$ cat config.mk
export PLATFORM = sky130hd
export DESIGN_NAME = counter_chain2
export DESIGN_NICKNAME = d
export VERILOG_FILES = /design/src/rtl/counter_chain2.sv
export SDC_FILE = /design/constraint.sdc
export NUM_CORES = 1
export LEC_CHECK = 0
export CAP_MARGIN = 20
export CELL_PAD_IN_SITES_DETAIL_PLACEMENT = 2
export CELL_PAD_IN_SITES_GLOBAL_PLACEMENT = 2
export CORE_ASPECT_RATIO = 2
export CORE_MARGIN = 2
export CORE_UTILIZATION = 25
export CTS_CLUSTER_DIAMETER = 30
export DETAILED_ROUTE_END_ITERATION = 8
export GPL_ROUTABILITY_DRIVEN = 0
export PLACE_DENSITY = 0.79
export SETUP_SLACK_MARGIN = 0.02
export SYNTH_ARGS = -nofsm -noshare
export SYNTH_HDL_FRONTEND = slang
export SYNTH_SLANG_ARGS = --single-unit
$ cat constraint.sdc
create_clock -name clk -period 2.3 [get_ports clk]
set_input_delay 0.575 -clock clk [delete_from_list [all_inputs] [get_ports clk]]
set_output_delay 0.575 -clock clk [all_outputs]
set_load 0.01 [all_outputs]
$ cat src/rtl/counter_chain2.sv
// -----------------------------------------------------------------------------
// counter_chain2
//
// A two-level cascaded loop counter for the compute unit control path. The
// inner counter (count0) advances by stride0 on every enabled step. When the
// inner counter reaches or passes max0, it wraps to zero. On that same step
// the outer counter (count1) advances by stride1. The outer counter wraps
// against max1 in the same way.
//
//   io_wrap0 : combinational, the inner counter wraps on this enabled step.
//   io_done  : combinational, both counters wrap on this step, which is the
//              last iteration of the nest.
//
// The bounds and strides are only ever taken from the config registers. Those
// registers are written by io_config_load, never used straight from the
// input pins.
//
// Optional build macro: COUNTER_CHAIN_STOP_EN
//   Defined   : a sticky io_finished flag sets on the io_done cycle. While the
//               flag is set, io_control_enable is ignored. Reset or
//               io_config_load clears the flag.
//   Undefined : there is no io_finished port. After done, the chain restarts
//               from 0/0 on continued enable.
// -----------------------------------------------------------------------------
module counter_chain2 #(
    parameter int unsigned W = 4
) (
    input  logic         clk,
    input  logic         reset,
    input  logic         io_config_load,
    input  logic [W-1:0] io_config_max0,
    input  logic [W-1:0] io_config_stride0,
    input  logic [W-1:0] io_config_max1,
    input  logic [W-1:0] io_config_stride1,
    input  logic         io_control_enable,
    output logic [W-1:0] io_count0,
    output logic [W-1:0] io_count1,
    output logic         io_wrap0,
    output logic         io_done
`ifdef COUNTER_CHAIN_STOP_EN
    ,
    output logic         io_finished
`endif
);

    // Latched configuration.
    logic [W-1:0] max0_q;
    logic [W-1:0] stride0_q;
    logic [W-1:0] max1_q;
    logic [W-1:0] stride1_q;

    // Loop state.
    logic [W-1:0] count0_q;
    logic [W-1:0] count1_q;

    // Step datapath. The sums are one bit wider than the counts, so a sum
    // such as 15+1 is compared as 16 and does not fold back to 0.
    logic [W:0]   sum0;
    logic [W:0]   sum1;
    logic         step_en;
    logic         run_ok;
    logic         wrap0;
    logic         wrap1;

`ifdef COUNTER_CHAIN_STOP_EN
    logic         finished_q;

    // A finished chain refuses further steps until it is reloaded or reset.
    assign run_ok = ~finished_q;
`else
    assign run_ok = 1'b1;
`endif

    // Step qualification, the two sums, and the two wrap decisions.
    always_comb begin
        // NOTE: every signal written here gets a default value first. Without
        // that, a path that skips an assignment would infer a latch.
        step_en = 1'b0;
        sum0    = '0;
        sum1    = '0;
        wrap0   = 1'b0;
        wrap1   = 1'b0;

        // Reset and load both win over enable. Neither one may produce a
        // step or a wrap pulse.
        step_en = io_control_enable & ~reset & ~io_config_load & run_ok;

        sum0  = {1'b0, count0_q} + {1'b0, stride0_q};
        sum1  = {1'b0, count1_q} + {1'b0, stride1_q};

        wrap0 = step_en & (sum0 >= {1'b0, max0_q});
        wrap1 = wrap0 & (sum1 >= {1'b0, max1_q});
    end

    // Config registers: cleared by reset, captured on load.
    always_ff @(posedge clk) begin
        // NOTE: the config registers are reset because the block defines a
        // zero config state. A register file or RAM would normally be left
        // without a reset.
        if (reset) begin
            max0_q    <= '0;
            stride0_q <= '0;
            max1_q    <= '0;
            stride1_q <= '0;
        end else if (io_config_load) begin
            max0_q    <= io_config_max0;
            stride0_q <= io_config_stride0;
            max1_q    <= io_config_max1;
            stride1_q <= io_config_stride1;
        end
    end

    // Inner counter: wraps to zero or advances by stride0 on each step.
    always_ff @(posedge clk) begin
        // NOTE: state is updated with non-blocking assignments, so every
        // register in the design samples its inputs from before the edge.
        if (reset || io_config_load) begin
            count0_q <= '0;
        end else if (step_en) begin
            count0_q <= wrap0 ? '0 : sum0[W-1:0];
        end
    end

    // Outer counter: advances only on an inner wrap.
    always_ff @(posedge clk) begin
        if (reset || io_config_load) begin
            count1_q <= '0;
        end else if (wrap0) begin
            count1_q <= wrap1 ? '0 : sum1[W-1:0];
        end
    end

`ifdef COUNTER_CHAIN_STOP_EN
    // Sticky finished flag: set on done, cleared by reset or reload.
    always_ff @(posedge clk) begin
        if (reset || io_config_load) begin
            finished_q <= 1'b0;
        end else if (wrap1) begin
            finished_q <= 1'b1;
        end
    end

    assign io_finished = finished_q;
`endif

    assign io_count0 = count0_q;
    assign io_count1 = count1_q;
    assign io_wrap0  = wrap0;
    assign io_done   = wrap1;

    // Structural invariants of the loop nest.

    // A non-zero bound is never reached by a stored count.
    a_count0_bound: assert property (@(posedge clk) disable iff (reset)
        (max0_q != '0) |-> (count0_q < max0_q));

    a_count1_bound: assert property (@(posedge clk) disable iff (reset)
        (max1_q != '0) |-> (count1_q < max1_q));

    // Done is only ever a refinement of an inner wrap.
    a_done_has_wrap0: assert property (@(posedge clk)
        io_done |-> io_wrap0);

    // Load and reset cycles never show a step.
    a_no_wrap_on_load: assert property (@(posedge clk)
        (io_config_load || reset) |-> !io_wrap0);

endmodule
# ---- Yosys cells after proc, flatten, opt, wreduce, memory -nomap -nowiden
# Cells that the tools add are included.
dict set report totals {
  regBits 24
  latchBits 0
  ram_bits 0
  romBits 0
  in_bits 20
  out_inout_bits 10
  wordCells 19
  n_memories 0
}
dict set report classes {
  addsub 2
  multipliers 0
  div_mod_pow 0
  magnitude_cmp 2
  eq_ne 0
  shifts 0
  n_mux 2
  bitwise 6
  n_reduce_logical 1
}
# op count
set ops {}
lappend ops {{$add A4 B4 Y5} 2}
lappend ops {{$ge A5 B4 Y1} 2}
lappend ops {{$mux W4} 2}
lappend ops {{$and A1 B1 Y1} 4}
lappend ops {{$not A1 Y1} 2}
lappend ops {{$logic_or A1 B1 Y1} 1}

# ---- Depth between registers and ports, before layout
# Gate-level depths: netlist of run 1.
dict set report logic_depth {
  depth_word 6
  mapped_depth 10
  mapped_depth_nobuf 10
}

# ---- Worst setup path after synthesis of run 1
# OpenSTA, ideal clock, no wires.
dict set report synth_timing {
  kind {register to output}
  start {register count0_q[0] (netlist: io_count0[0])}
  end {output io_wrap0}
  t_arrival_ps 2069
  t_required_ps 1725
  path_slack_ps -344
  stages_incl_launch_ff 9
  path_buffers 0
  cell_sequence {dfxtp_1 > ha_1 > fa_1 > xor2_1 > ha_1 > a21oi_1 > o21ai_1 > a31oi_2 > inv_1}
}
dict set report synth_between {
  elab_chain_cells 3
}
# element line_no
set synth_lines {}
lappend synth_lines {{from (decl)} 53} ;# logic [W-1:0] count0_q;
lappend synth_lines {{from (signal assigned)} 120} ;# count0_q <= wrap0 ? '0 : sum0[W-1:0];
lappend synth_lines {{$add A4 B4 Y5} 88} ;# sum0 = {1'b0, count0_q} + {1'b0, stride0_q};
lappend synth_lines {{$ge A5 B4 Y1} 91} ;# wrap0 = step_en & (sum0 >= {1'b0, max0_q});
lappend synth_lines {{$and A1 B1 Y1} 91}
lappend synth_lines {{to (decl)} 38} ;# output logic io_wrap0,
# No other way between the ends.

# ---- Worst setup path after layout of run 1
dict set report layout_timing {
  start {register count0_q[1] (netlist: io_count0[1])}
  end {output io_wrap0}
}
# The elaborated chain is that of the path after synthesis.

==> summary.txt, run 1 <==
Total power - 1.12 mW
Worst flop-to-flop path endpoint - io_count1[1]
Clk buf depth - 2
Nets - 241
Comb power frac - 25.3%
Vias in the first global route - 1520
Die W - 55.5 um
Reg2reg setup slack - -310 ps
RSZ-0062 raised after global routing - true
Core area - 0.00514 sq mm
Final routed DRC violation total - 0
Hold Path Origin - stride1_q[0]
Die Y-Extent - 107 um
Final cycle utilization of the critical path - 133%
Setup crit end kind - primary output
DRT Pass-1 Iters - 4
Post-route cell area - 0.00218 sq mm
Syn Area/Cell - 9.53 sq um
Drt initial violations - 28
Clock skew - 5.18 ps
Synth unique cells - 29
R2R cell count - 11
IO Count - 30
Sequential share of power - 39.9%
Fin worst setup slack - -760 ps
CTS root buffer - clkbuf_8
Largest net degree at the start of global routing - 19
CP Launch Point - io_count0[1]
Routed wire length - 6.08 mm
Seq cells post-synth - 24
Post-synthesis sequential area ratio - 36.3%
Hold path endpoint - stride1_q[0]
HP Class - flip-flop to flip-flop
Cells after Synth - 139
Setup_tns - -3010 ps
Clock transition at path regs - 100 ps
Drt wl/cell - 23.4 um
TritonCTS clock tree - yes
Final min period - 3060 ps
Failing checks - setup timing
PortBufs - 29
Final Setup Violations - 10
Fin. Hold Viols - 0
Switch share - 27.7%
Maxcap violations - 0
Internal power contribution - 0.810 mW
CTS Buf Count - 3
First-pass GRT wire length - 8.60 mm
H-tree levels - 1
Die area - 0.00593 sq mm
Area growth syn-to-layout - 64.3%
Final Util - 42.4%
Syn. warnings - 0
Vias - 1311
CP Data Required Time - 1730 ps
All-Layer GR Usage - 19.8%
Final-report max-slew violation count - 0
Antenna Cells - 0
Reg-to-Reg Start - io_count0[1]
Peak supply drop - 0.304 mV
HPWL after DPL - 3.91 mm
GR Overflow Total - 0
Slew margin rel. - 63.4%
Clock sinks - 24
Mapped Area - 0.00133 sq mm
Initial Util - 25.8%
Clk Latency, worst-skew pair - 280 ps
Worst Path Arrival - 2480 ps
Status - finished, violations left
Worst slew pin tran - 547 ps
Share of cells above drive strength 1 - 38.6%
Placed Area - 0.00190 sq mm
Cell Rows - 37
FMAX - 327 MHz
Vias per cell - 5.04
Crit path kind - flip-flop to primary output
Leak - 0.987 nW
CP Max Fanout - 3
Antenna violations before repair - 0
Hold path depth - 2
Startpoint types - flip-flop
Psw - 0.310 mW
Clock share of power - 34.9%
Synth Net Count - 177
Hold-fix buffers, CTS - 0
ANT nets after route - 0
Power density over the cells - 515 mW/mm^2
sequential cells by signal (all words and copies together) (netlist names):
| name | flops |
|---|---|
| io_count0 | 4 |
| io_count1 | 4 |
| max0_q | 4 |
| max1_q | 4 |
| stride0_q | 4 |
| stride1_q | 4 |
metal layers:
layer | GRT usage (%) | wire (um) | vias up
met3 | 2.29 | 160 | 22
li1 | - | - | 601
met1 | 18.0 | 1920 | 631
met5 | 0 | 0 | -
met2 | 41.8 | 3620 | 57
met4 | 7.84 | 380 | 0
synth_stat cells (all sizes together):
master / n / area [sq um]
dfxtp: 24 / 480
nor2: 18 / 67.6
ha: 16 / 200
mux2i: 16 / 160
inv: 10 / 37.5
nand2: 10 / 37.5
a21oi: 9 / 48.8
o21ai: 4 / 20.0
a211oi: 3 / 27.5
a21o: 3 / 22.5
a31o: 3 / 26.3
and3: 3 / 18.8
buf: 3 / 17.5
fa: 2 / 40.0
nand3: 2 / 10.0
nor2b: 2 / 12.5
nor3: 2 / 21.3
xnor2: 2 / 17.5
xor2: 2 / 17.5
a31oi: 1 / 12.5
clkbuf: 1 / 3.75
nand2b: 1 / 6.26
o31ai: 1 / 7.51
or3b: 1 / 11.3
what timing repair did:
item                       in CTS  in global routing
gates resized for setup        26                 16
setup endpoints to repair      10                 10
gates cloned                    0                  0
setup buffers                   5                  5
pin swaps                      14                  9
cell type report:
cell class | instances | area, sq um
Multi-Input combinational cell | 101 | 956
Inverter | 10 | 37.5
Tap cell | 58 | 72.6
Clock inverter | 1 | 30.0
Clock buffer | 3 | 41.3
Sequential cell | 24 | 490
Fill cell | 558 | 2960
Timing Repair Buffer | 63 | 549
placed cells by master, fill, tap and decap left out, types with 5 or more instances in the layout:
cell / netlist / layout
buf_4: 1 / 32
clkdlybuf4s50_1: 0 / 27
nor2_1: 18 / 18
dfxtp_1: 24 / 18
mux2i_1: 16 / 16
ha_1: 16 / 12
inv_1: 10 / 9
nand2_1: 10 / 8
a21oi_2: 1 / 6
dfxtp_2: 0 / 5
worst max path at each step:
stage / endpoint / slack (ps) / cells past startpoint
6_report: io_wrap0 / -760 / 10
5_1_grt: io_wrap0 / -820 / 10
4_1_cts: io_done / -590 / 9
3_5_place_dp: io_done / -740 / 9
3_3_place_gp: io_done / -620 / 9
2_1_floorplan: io_done / -150 / 8
worst max-delay path, cell delays in order (launching register included):
cell and delay, ps:
dfxtp_4 380, ha_4 240, a21o_1 210, a21oi_2 240, xnor2_2 110, ha_2 200
a211oi_4 290, a21oi_2 130, a31oi_4 210, inv_2 80, buf_6 120
power by group through the flow:
| stage | sequential (mW) | combinational (mW) | clock [mW] |
|---|---|---|---|
| after floorplan | 0.451 | 0.105 | 0 |
| after global placement | 0.454 | 0.193 | 0 |
| after detailed placement | 0.455 | 0.211 | 0 |
| after CTS | 0.447 | 0.252 | 0.391 |
| after global routing | 0.449 | 0.301 | 0.415 |
| final | 0.447 | 0.283 | 0.390 |
metrics by stage:
| stage | cells | setup slack, ps | hold WS (ps) |
|---|---|---|---|
| finish | 260 | -760 | 516 |
| global route | 260 | -815 | 555 |
| CTS | 256 | -593 | 517 |
| detailed placement | 248 | -735 | 493 |
| global placement | 248 | -622 | 482 |
| floorplan | 139 | -148 | 460 |
kinds of logic after synthesis:
kind of cell | count (synthesis) | synth area share, %
adders and majority gates | 18 | 18.1
buffers and inverters | 14 | 4.44
AOI/OAI and AO/OA | 24 | 12.5
DFF | 24 | 36.3
and+or+nand+nor | 39 | 14.0
xor gates and xnor gates | 4 | 2.64
muxes | 16 | 12.1
No activity file was read; power rests on OpenSTA's default activity.
==> run 2, diff against run 1 <==
==> config.mk (replaced) <==
export PLATFORM = sky130hd
export DESIGN_NAME = counter_chain2
export DESIGN_NICKNAME = d
export VERILOG_FILES = /design/src/rtl/counter_chain2.sv
export SDC_FILE = /design/constraint.sdc
export NUM_CORES = 1
export LEC_CHECK = 0
export ABC_AREA = 1
export CAP_MARGIN = 20
export CORE_ASPECT_RATIO = 2
export CORE_MARGIN = 2
export CORE_UTILIZATION = 25
export CTS_CLUSTER_DIAMETER = 30
export DETAILED_ROUTE_END_ITERATION = 8
export GPL_ROUTABILITY_DRIVEN = 0
export PLACE_DENSITY = 0.56
export SETUP_SLACK_MARGIN = 0.02
export SYNTH_ARGS = -nofsm -noshare
export SYNTH_HDL_FRONTEND = slang
export SYNTH_SLANG_ARGS = --single-unit
==> summary.txt, run 2 <==
Startpoint types - flip-flop
Nets - 269 (+12%)
Final min period - 2830 ps (-225 ps)
Commonest cells in the synthesized netlist - nand2_1, dfxtp_1, a21oi_1
Synth Net Count - 212 (+20%)
Routed wire length - 3.45 mm (-43%)
CP Max Fanout - 3 (unchanged)
Drt initial violations - 15 (-46%)
Syn. warnings - 0 (unchanged)
Internal power contribution - 0.683 mW (-16%)
Setup crit end kind - primary output
Clock skew - 2.41 ps (-2.77 ps)
Fin worst setup slack - -535 ps (+225 ps)
Final routed DRC violation total - 0 (unchanged)
CP Data Required Time - 1730 ps (about the same)
Area growth syn-to-layout - 53.6%
PortBufs - 29 (unchanged)
Clk buf depth - 2 (unchanged)
Synth unique cells - 20 (-31%)
Most common cell in the netlist - nand2_1
Mapped Area - 0.00135 sq mm (+1.6%)
Post-synthesis sequential area ratio - 35.7% (-0.57 points)
Pre-CTS setup slack - -650 ps (+84.8 ps)
RSZ-0062 raised after global routing - true
Largest net degree at the start of global routing - 23 (+4)
Sequential share of power - 47.8% (+7.9 points)
Top-area cell type share of the netlist area - 35.7% (-0.57 points)
Drt wl/cell - 12.0 um (-49%)
Fin. Hold Viols - 0 (unchanged)
Fillers - 545 (-2.3%)
Commonest cells after routing, fill and taps aside - nand2_1, clkdlybuf4s50_1, buf_4
Seq cells post-synth - 24 (unchanged)
Failing checks - setup timing
HPWL after DPL - 2.64 mm (-33%)
ANT nets after route - 0 (unchanged)
CTS Buf Count - 3 (unchanged)
Reg-to-Reg Start - io_count0[0]
Syn Area/Cell - 7.74 sq um (-19%)
Clock share of power - 31.1% (-3.8 points)
Commonest non-fill, non-tap cell in the layout - nand2_1
Clk Latency, worst-skew pair - 260 ps (-20 ps)
Vias in the first global route - 1272 (-16%)
TritonCTS clock tree - yes
Hold Path Origin - stride0_q[3]
Cells after Synth - 174 (+25%)
Psw - 0.242 mW (-22%)
Leak - 0.942 nW (-4.5%)
FMAX - 353 MHz (+7.9%)
All-Layer GR Usage - 11.8% (-8.0 points)
Cell Rows - 37 (unchanged)
Antenna Cells - 0 (unchanged)
Worst Path Arrival - 2260 ps (-220 ps)
Switch share - 26.1% (-1.5 points)
Worst slew pin tran - 660 ps (+113 ps)
Clock sinks - 24 (unchanged)
IO Count - 30 (unchanged)
First-pass GRT wire length - 5.61 mm (-35%)
CTS root buffer - clkbuf_8
Vias per cell - 4.45 (-12%)
Die area - 0.00602 sq mm (+1.5%)
Final Setup Violations - 10 (unchanged)
Peak supply drop - 0.318 mV (+4.7%)
Share of cells above drive strength 1 - 26.5% (-12 points)
Final cycle utilization of the critical path - 123% (-9.8 points)
Hold-fix buffers, CTS - 0 (unchanged)
Ranking of synthesized cells by area - dfxtp_1, ha_1, nand2_1
Final-report max-slew violation count - 0 (unchanged)
Die W - 55.9 um (+0.74%)
Core area - 0.00518 sq mm (+0.90%)
Setup_tns - -2070 ps (+945 ps)
DRT Pass-1 Iters - 4 (unchanged)
Final Util - 39.9% (-2.5 points)
Clock transition at path regs - 90 ps (about the same)
Initial Util - 26.0% (+0.18 points)
CP Launch Point - io_count0[0]
Vias - 1282 (-2.2%)
Share of async-settable or async-resettable flops after synthesis - 0% (unchanged)
Slew margin rel. - 56.0% (-7.4 points)
Comb power frac - 21.0% (-4.3 points)
Power density over the cells - 447 mW/mm^2 (-13%)
Die Y-Extent - 108 um (+0.77%)
Status - finished, violations left
Cell taking the most area after synthesis - dfxtp_1
HP Class - flip-flop to flip-flop
Post-synth EDFFs - 0 (unchanged)
H-tree levels - 1 (unchanged)
GR Overflow Total - 0 (unchanged)
Crit path kind - flip-flop to primary output
Most used DFF post-synth - dfxtp_1
Antenna violations before repair - 0 (unchanged)
Maxcap violations - 0 (unchanged)
==> run 2: cell types whose count changed after synthesis, sizes merged, moves of 3 or more <==
cell,delta
and3,-3
mux2i,-16
a21oi,+12
nor2,-8
a211oi,+3
a31o,-3
inv,+9
o21ai,-4
nand3,+6
a21o,-3
nand2,+45
clkbuf,+3
==> run 2: cells by family after synthesis <==
group	count (synthesis)	share of synthesized area (%)
AND/OR/NAND/NOR	75	24.5
buffers and inverters	25	7.62
AO/OA/AOI/OAI	28	11.7
flip-flops	24	35.7
XOR/XNOR	4	2.60
adder cells (fa/ha/maj)	18	17.8
==> run 2: area by class of cell <==
cell class | instances | area (sq um) | share of cell area (%)
inverter | 20 | 76.3 | 3.69
clock buffer | 4 | 55.1 | 2.66
timing repair buffer | 57 | 510 | 24.7
sequential | 24 | 487 | 23.5
multi-input combinational | 125 | 867 | 41.9
tap | 58 | 72.6 | 3.51
==> run 2: critical path, cell delays in order (launching register included) <==
cell and delay (ps):
dfxtp_4 360, ha_4 160, fa_2 360, xor2_2 190, ha_1 290, nand2_1 60, a21oi_2 110, nand3_2 70
nand3_2 80, nand2_4 70, a21oi_4 110, buf_6 110
==> run 2: metal layers <==
layer | track usage, % | part of all wire (%) | wire length, um
met1 | 11.6 | 38 | 1310
met2 | 23.5 | 58 | 2000
met3 | 1.20 | 2.0 | 70
met4 | 5.61 | 2.0 | 69
met5 | 0 | 0 | 0
==> run 2: per-stage QoR <==
stage          instances  hold slack [ps]  total power, mW  cell area [sq um]
2_1_floorplan        174              443            0.554               1390
3_3_place_gp         279              457            0.630               1900
3_5_place_dp         279              463            0.632               1900
4_1_cts              284              477            0.934               1980
5_1_grt              288              499            0.981               2070
6_report             288              473            0.924               2070
==> run 2: power by group through the flow <==
stage	combinational [mW]	sequential (mW)	clock [mW]
after floorplan	0.105	0.450	0
after global placement	0.179	0.451	0
after detailed placement	0.181	0.452	0
after CTS	0.187	0.442	0.305
after global routing	0.220	0.444	0.317
final	0.194	0.442	0.288
==> run 2: path summary, 6_finish.rpt <==
kind	cells past startpoint	end	slack (ps)
max	11	io_done	-530
min	2	stride0_q[3]	470
max reg2reg	15	io_count1[2]	-250
min reg2reg	2	stride0_q[3]	470
==> run 2: what timing repair did <==
| action | in CTS | in global routing |
|---|---|---|
| setup buffers | 1 | 4 |
| endpoints found under the setup margin | 3 | 10 |
| pin swaps | 6 | 4 |
| resized for setup | 15 | 12 |
